$ cat src/rtl/rggen_bus_initiator.sv
// Register bus initiator: turns a valid/ready request into one register bus
// cycle and returns a single status/read-data response.
// Optional feature macro: RGGEN_BUS_INITIATOR_TIMEOUT_EN adds an ACCESS watchdog
// that gives up after TIMEOUT_CYCLES cycles without i_register_ready.
module rggen_bus_initiator #(
  parameter int unsigned ADDRESS_WIDTH  = 8,
  parameter int unsigned BUS_WIDTH      = 32,
  parameter int unsigned TIMEOUT_CYCLES = 255
) (
  input  logic                     i_clk,
  input  logic                     i_rst,
  input  logic                     i_request_valid,
  output logic                     o_request_ready,
  input  logic [1:0]               i_request_access,
  input  logic [ADDRESS_WIDTH-1:0] i_request_address,
  input  logic [BUS_WIDTH-1:0]     i_request_write_data,
  input  logic [BUS_WIDTH/8-1:0]   i_request_strobe,
  output logic                     o_response_valid,
  input  logic                     i_response_ready,
  output logic [1:0]               o_response_status,
  output logic [BUS_WIDTH-1:0]     o_response_read_data,
  output logic                     o_register_valid,
  output logic [1:0]               o_register_access,
  output logic [ADDRESS_WIDTH-1:0] o_register_address,
  output logic [BUS_WIDTH-1:0]     o_register_write_data,
  output logic [BUS_WIDTH/8-1:0]   o_register_strobe,
  input  logic                     i_register_active,
  input  logic                     i_register_ready,
  input  logic [1:0]               i_register_status,
  input  logic [BUS_WIDTH-1:0]     i_register_read_data
);

  localparam int unsigned STRB_W = BUS_WIDTH / 8;
  localparam int unsigned LSB_W  = $clog2(STRB_W);
  localparam logic [ADDRESS_WIDTH-1:0] ADDR_MASK = ~ADDRESS_WIDTH'((2 ** LSB_W) - 1);
  localparam logic [1:0] STATUS_SLVERR = 2'b10;
  localparam logic [1:0] STATUS_DECERR = 2'b11;

  typedef enum logic [1:0] {
    IDLE     = 2'd0,
    ACCESS   = 2'd1,
    RESPONSE = 2'd2
  } state_e;

  state_e                   state_q, state_d;
  logic                     req_ready_q, req_ready_d;
  logic                     reg_valid_q, reg_valid_d;
  logic [1:0]               reg_access_q, reg_access_d;
  logic [ADDRESS_WIDTH-1:0] reg_address_q, reg_address_d;
  logic [BUS_WIDTH-1:0]     reg_wdata_q, reg_wdata_d;
  logic [STRB_W-1:0]        reg_strobe_q, reg_strobe_d;
  logic                     rsp_valid_q, rsp_valid_d;
  logic [1:0]               rsp_status_q, rsp_status_d;
  logic [BUS_WIDTH-1:0]     rsp_rdata_q, rsp_rdata_d;
  logic                     handshake_c;
  logic                     is_read_c;

`ifdef RGGEN_BUS_INITIATOR_TIMEOUT_EN
  localparam int unsigned CNT_W = (TIMEOUT_CYCLES < 2) ? 1 : $clog2(TIMEOUT_CYCLES);
  logic [CNT_W-1:0] count_q, count_d;
`else
  logic unused_timeout_cycles;
  assign unused_timeout_cycles = ^TIMEOUT_CYCLES;
`endif

  assign handshake_c = i_request_valid && req_ready_q;
  assign is_read_c   = !reg_access_q[0];

  // State and output registers, cleared synchronously
  always_ff @(posedge i_clk) begin
    if (i_rst) begin
      state_q       <= IDLE;
      req_ready_q   <= 1'b0;
      reg_valid_q   <= 1'b0;
      reg_access_q  <= 2'b00;
      reg_address_q <= '0;
      reg_wdata_q   <= '0;
      reg_strobe_q  <= '0;
      rsp_valid_q   <= 1'b0;
      rsp_status_q  <= 2'b00;
      rsp_rdata_q   <= '0;
`ifdef RGGEN_BUS_INITIATOR_TIMEOUT_EN
      count_q       <= '0;
`endif
    end else begin
      state_q       <= state_d;
      req_ready_q   <= req_ready_d;
      reg_valid_q   <= reg_valid_d;
      reg_access_q  <= reg_access_d;
      reg_address_q <= reg_address_d;
      reg_wdata_q   <= reg_wdata_d;
      reg_strobe_q  <= reg_strobe_d;
      rsp_valid_q   <= rsp_valid_d;
      rsp_status_q  <= rsp_status_d;
      rsp_rdata_q   <= rsp_rdata_d;
`ifdef RGGEN_BUS_INITIATOR_TIMEOUT_EN
      count_q       <= count_d;
`endif
    end
  end

  // Next-state and next-output logic
  always_comb begin
    state_d       = state_q;
    req_ready_d   = req_ready_q;
    reg_valid_d   = reg_valid_q;
    reg_access_d  = reg_access_q;
    reg_address_d = reg_address_q;
    reg_wdata_d   = reg_wdata_q;
    reg_strobe_d  = reg_strobe_q;
    rsp_valid_d   = rsp_valid_q;
    rsp_status_d  = rsp_status_q;
    rsp_rdata_d   = rsp_rdata_q;
`ifdef RGGEN_BUS_INITIATOR_TIMEOUT_EN
    count_d       = count_q;
`endif
    unique case (state_q)
      IDLE: begin
        req_ready_d = 1'b1;
        if (handshake_c) begin
          req_ready_d   = 1'b0;
          reg_access_d  = i_request_access;
          reg_address_d = i_request_address & ADDR_MASK;
          reg_wdata_d   = i_request_write_data;
          reg_strobe_d  = i_request_access[0] ? i_request_strobe : '0;
          if (i_request_access != 2'b00) begin
            state_d     = ACCESS;
            reg_valid_d = 1'b1;
`ifdef RGGEN_BUS_INITIATOR_TIMEOUT_EN
            count_d     = '0;
`endif
          end else begin
            // No bus cycle for an undefined access; answer with an error
            state_d      = RESPONSE;
            rsp_valid_d  = 1'b1;
            rsp_status_d = STATUS_SLVERR;
            rsp_rdata_d  = '0;
          end
        end
      end
      ACCESS: begin
        if (i_register_ready) begin
          state_d     = RESPONSE;
          reg_valid_d = 1'b0;
          rsp_valid_d = 1'b1;
          if (i_register_active) begin
            rsp_status_d = i_register_status;
            rsp_rdata_d  = is_read_c ? i_register_read_data : '0;
          end else begin
            rsp_status_d = STATUS_DECERR;
            rsp_rdata_d  = '0;
          end
        end
`ifdef RGGEN_BUS_INITIATOR_TIMEOUT_EN
        else if (count_q == CNT_W'(TIMEOUT_CYCLES - 1)) begin
          state_d      = RESPONSE;
          reg_valid_d  = 1'b0;
          rsp_valid_d  = 1'b1;
          rsp_status_d = STATUS_SLVERR;
          rsp_rdata_d  = '0;
        end else begin
          count_d = count_q + CNT_W'(1);
        end
`endif
      end
      RESPONSE: begin
        if (i_response_ready) begin
          state_d     = IDLE;
          rsp_valid_d = 1'b0;
          req_ready_d = 1'b1;
        end
      end
      default: begin
        state_d = IDLE;
      end
    endcase
  end

  assign o_request_ready       = req_ready_q;
  assign o_register_valid      = reg_valid_q;
  assign o_register_access     = reg_access_q;
  assign o_register_address    = reg_address_q;
  assign o_register_write_data = reg_wdata_q;
  assign o_register_strobe     = reg_strobe_q;
  assign o_response_valid      = rsp_valid_q;
  assign o_response_status     = rsp_status_q;
  assign o_response_read_data  = rsp_rdata_q;

endmodule

$ cat config.mk
export PLATFORM = sky130hd
export DESIGN_NAME = rggen_bus_initiator
export DESIGN_NICKNAME = d
export VERILOG_FILES = /design/src/rtl/rggen_bus_initiator.sv
export SDC_FILE = /design/constraint.sdc
export NUM_CORES = 1
export LEC_CHECK = 0
export BUFFER_PORTS_ARGS = -buffer_cell sky130_fd_sc_hd__buf_2
export CAP_MARGIN = 30
export CORE_MARGIN = 3
export CORE_UTILIZATION = 43
export CTS_CLUSTER_SIZE = 14
export DETAILED_ROUTE_END_ITERATION = 10
export PLACE_DENSITY = 0.77
export SLEW_MARGIN = 20
export SYNTH_ARGS = -nofsm -noshare
export SYNTH_HDL_FRONTEND = slang
export SYNTH_SLANG_ARGS = --single-unit
export TNS_END_PERCENT = 20
$ cat constraint.sdc
create_clock -name i_clk -period 1.7 [get_ports i_clk]
set_input_delay 0.34 -clock i_clk [delete_from_list [all_inputs] [get_ports i_clk]]
set_output_delay 0.34 -clock i_clk [all_outputs]
set_load 0.01 [all_outputs]
* Word-level counts from Yosys, hierarchy flattened
Index checks and enable logic that the tools add are counted.
** Storage, ports and cells
- Flip-flop bits (word level) :: 83
- Latch bits :: 0
- RAM bits :: 0
- Bits in read-only memories :: 0
- Bits of input ports :: 86
- Output and inout bits :: 83
- Word-level logic and storage cells :: 58
- Memories :: 0
** Cells by class
- $add $sub $neg :: 0
- $mul :: 0
- Div/mod/pow operators :: 0
- Magnitude comparators :: 0
- Equality and inequality tests :: 7
- Shift operators :: 0
- Multiplexer cells :: 29
- Bitwise gates (word level) :: 0
- Reductions and logical operators :: 12
** Operator list (number)
- 2-to-1 mux 32 bit :: 5
- one-hot mux 32 bit (2 select lines) :: 1
- 2-to-1 mux 2 bit :: 8
- != test 2 bit, second input constant :: 5
- 2-to-1 mux 1 bit :: 9
- AND reduction 4 bit :: 2
- one-hot mux 2 bit (3 select lines) :: 1
- nonzero test 2 bit :: 3
- AND reduction 5 bit :: 1
- 2-to-1 mux 4 bit :: 1
- one-hot mux 1 bit (2 select lines) :: 2
- one-hot mux 2 bit (2 select lines) :: 1
- AND reduction 2 bit :: 2
- one-hot mux 1 bit (3 select lines) :: 1
- AND reduction 3 bit :: 1
- nonzero test 3 bit :: 1
- == test 2 x 1 -> 1 bit, second input constant :: 1
- == test 2 bit, second input constant :: 1
- logical NOT 2 bit :: 1
- logical AND 1 bit :: 1

* Depth between registers and ports, before layout
- Depth in word-level cells :: 4
- Gate-level depth with buffers :: 6
- Gate-level depth less buffers :: 3

* Worst setup path after synthesis
No wires, ideal clock.
- Path type :: input to register
- Start point :: input port i_rst
- End point :: register rsp_rdata_q[10], in the netlist o_response_read_data[10]
- Library setup time :: 0.059 ns
- Arrival :: 1.247 ns
- Data required time :: 1.641 ns
- Path slack :: 0.395 ns
- Stages on the path :: 4
- Path buffers :: 2
- Path through :: clkbuf_1 nor4_2 buf_2 a22o_1
** RTL lines
- from (decl) :: line 11 : input logic i_rst,
- to (signal assigned) :: line 95 : rsp_rdata_q <= rsp_rdata_d;
- to (decl) :: line 54 : logic [BUS_WIDTH-1:0] rsp_rdata_q, rsp_rdata_d;

* Worst setup path after layout
- Start point :: register state_q[0]
- End point :: register rsp_valid_q, in the netlist o_response_valid
** On the way
- Word-level cells in the longest chain between the ends :: 3
- Elaborated cells on any way between the ends :: 10
- Classes of those cells :: 6 x eq/ne; 1 x mux; 3 x reduce/logical
** RTL lines
- from (decl) :: line 45 : state_e state_q, state_d;
- from (signal assigned) :: line 86 : state_q <= state_d;
- == test 2 x 1 -> 1 bit (tied with other cells) :: line 117 : unique case (state_q)
- != test 2 bit (no line) / nonzero test 3 bit (equally long branches)
- AND reduction 5 bit (no line)
- to (signal assigned) :: line 93 : rsp_valid_q <= rsp_valid_d;
- to (decl) :: line 52 : logic rsp_valid_q, rsp_valid_d;
Parallel ways exist; a longest one is shown, timed or not.
A chain may end at the register's enable or synchronous reset.

==> flow_summary_export.csv <==
group,metric,value,unit
critical_path,arrival,1.76,ns
power_and_ir_drop,p_seq_share,50.4,%
critical_path,critPathKind,"flop to flop",
floorplan,die_area,7680,µm²
sta,rsz0062_at_grt,"false",
placement,dp.cells,528,
detailed_routing,drt_iter0_markers,58,
sta,fmax,0.662,GHz
clock_tree,htree_num_levels,3,
floorplan,io_pins,169,
cells_and_area,antenna_cells,0,
synthesis,synth_warnings,0,
cells_and_area,stdcell_count,544,
clock_tree,cts_sinks,83,
clock_tree,clockBufferDepth,2,
floorplan,die_h,87.6,µm
critical_path,worst_setup_path_start_kind,"flop",
run,cap_viol_max_count,0,
synthesis,synth_top_family_by_area,"compound AO/OA/AOI/OAI gates",
synthesis,synth_fa_ha_area_share,0,%
synthesis,synth-simple-area-share,15.5,%
floorplan,core-area,6420,µm²
sta,fin_crit_sh,88.9,%
grt,grt_pass1_vias,2532,
sta,setup_tns,0,ns
power_and_ir_drop,ir_drop,0.491,mV
worst_hold_path,worstHoldStart,"i_register_read_data[0]",
placement,dp.final_hpwl,5330,µm
synthesis,ys_types,25,
clock_tree,clockRootBuffer,"clkbuf_8",
status,status,"finished clean",
sta,slew_violations,0,
clock_tree,clk_pin_slew,0.08,ns
floorplan,start_util,44.6,%
power_and_ir_drop,p_clk_share,38.6,%
placement,placed_cell_area,3770,µm²
sta,clock-skew-final,0.0117,ns
detailed_routing,drc,0,
detailed_routing,wl,7240,µm
placement,io_buffers,164,
sta,setup_violations,0,
cells_and_area,final_cell_area,4000,µm²
power_and_ir_drop,p_leak,0.00192,µW
critical_path,crit_fanout,13,
grt,grt.overflow.total,0,
synthesis,synth_xor_area_share,0,%
sta,final.min_clock_period,1.51,ns
clock_tree,post-cts-setup-buffers,0,
clock_tree,ctsResizeCount,0,
clock_tree,cts_hold_buf,0,
detailed_routing,vias,2675,
synthesis,synth_mux_area_share,0,%
placement,gp_congestion,0.702,
critical_path,endpoint_kind,"flop",
synthesis,netlist_instances,302,
worst_hold_path,hp-class,"primary input to flop",
worst_hold_path,hold_path_depth,2,
detailed_routing,via_per_inst,4.92,
floorplan,die_x,87.6,µm
critical_path,r2r_cells,4,
synthesis,synthesis.area,2870,µm²
synthesis,yosysSeqAreaShare,58.0,%
clock_tree,clock_latency,0.33,ns
cells_and_area,area_growth,39.4,%
synthesis,synth_compound_area_share,20.7,%
power_and_ir_drop,p_sw_share,23.3,%
power_and_ir_drop,p_per_area,1020,nW/µm²
grt,grt_usage,18.4,%
grt,grt_pass1_wl,11300,µm
grt,antenna_found_initial,0,
clock_tree,cts_buffers,9,
cells_and_area,drive_above_1_share,41.5,%
cells_and_area,fin_nets,548,
critical_path,crit_start,"state_q[0]",
detailed_routing,final_antenna_net_count,0,
detailed_routing,avgRoutedWirePerCell,13.3,µm
critical_path,crit_required,1.94,ns
clock_tree,cts_tree,"yes",
synthesis,ys_ff_latch,83,
power_and_ir_drop,p_sw,949,µW
power_and_ir_drop,p_int,3130,µW
detailed_routing,dr.pass1.iters,4,
power_and_ir_drop,p_comb_share,10.9,%
grt,grt_max_degree,37,
synthesis,synth_area_per_cell,9.49,µm²
critical_path,rr_startpoint,"state_q[0]",
floorplan,rows,29,
sta,hold_viol,0,
-- placed cells by master, fill, tap and decap left out --
cell type / instances
inv_1: 3
a211oi_4: 1
nor2_1: 1
or3_1: 1
and3b_4: 1
conb_1: 2
a21oi_1: 50
nand3b_4: 1
nand2_1: 85
clkbuf_8: 11
dfxtp_1: 83
o21ai_0: 2
nand4bb_2: 1
a311oi_1: 1
nor4bb_4: 1
nor4_4: 1
clkinv_2: 1
nand3_1: 5
clkbuf_1: 1
a211oi_1: 2
buf_2: 164
buf_12: 3
bufinv_16: 2
nor3_1: 3
o311ai_0: 1
clkinvlp_4: 1
or2b_1: 1
buf_4: 6
a22o_1: 32
-- sequential cells by signal, indices dropped and copies added, names as in the netlist, 2 cells and up --
register,cells
o_register_write_data,32
o_response_read_data,32
o_register_address,6
o_register_strobe,4
o_register_access,2
o_response_status,2
state_q,2
-- metal layers --
layer  track usage, %  up-vias  part of all wire [%]
li1                 -     1352                     -
met3             7.90        8                    11
met5                0        -                     0
met2             31.8      126                    47
met4             5.86        0                   1.0
met1             20.5     1189                    41
-- area by class of cell --
type                            instances  area, µm²
Sequential cell                        83       1660
Fill cell                             563       2430
Clock buffer                           12        155
Inverter                                3       11.3
Multi-Input combinational cell        192       1070
Tap cell                               77       96.3
Clock inverter                          4       72.6
Timing Repair Buffer                  173        926
-- Yosys cell counts (all sizes together) --
master	number	area share (%)
buf	19	4.6
or2b	1	0.26
a311oi	1	0.31
and3b	1	0.44
nor4bb	1	0.35
o21ai	2	0.35
nand3	5	0.87
nand4bb	1	0.39
a21oi	50	8.7
nand3b	1	0.70
nor2	1	0.13
clkbuf	6	0.79
a22o	32	9.8
conb	1	0.13
dfxtp	83	58
or3	1	0.22
nand2	85	11
nor3	3	0.52
o311ai	1	0.31
inv	3	0.39
nor4	1	0.44
a211oi	3	1.2
-- kinds of logic after synthesis --
logic type | after synthesis
and+or+nand+nor | 101
AOI/OAI and AO/OA | 89
DFF | 83
buffers and inverters | 28
other | 1
-- power groups by stage --
stage	clock (µW)	sequential (µW)	combinational, µW
after floorplan	0	2130	201
after global placement	0	2100	444
after detailed placement	0	2100	451
after CTS	1620	2060	452
after global routing	1710	2070	494
final	1570	2060	445
-- stage by stage --
step	util (%)	hold WS (ns)	setup slack (ns)	total power (µW)
final	62.2	0.215	0.189	4070
after global routing	62.2	0.192	0.0429	4270
after CTS	62.2	0.196	0.177	4130
after detailed placement	58.7	0.442	0.149	2550
after global placement	58.7	0.436	0.177	2540
after floorplan	-	0.464	0.395	2330
-- critical path, cell delays in order (launching register included) --
cell and delay, ns:
dfxtp_1 0.39, nor4bb_4 0.48, buf_4 0.27, a211oi_1 0.09
a311oi_1 0.20
-- final timing paths --
check                                               end  slack (ns)
worst max-delay path                   o_response_valid        0.19
worst min-delay path            o_response_read_data[0]        0.22
worst max register to register         o_response_valid        0.19
worst min register to register     o_register_strobe[0]        0.45
Note: power is estimated with default switching activity, not from simulation.
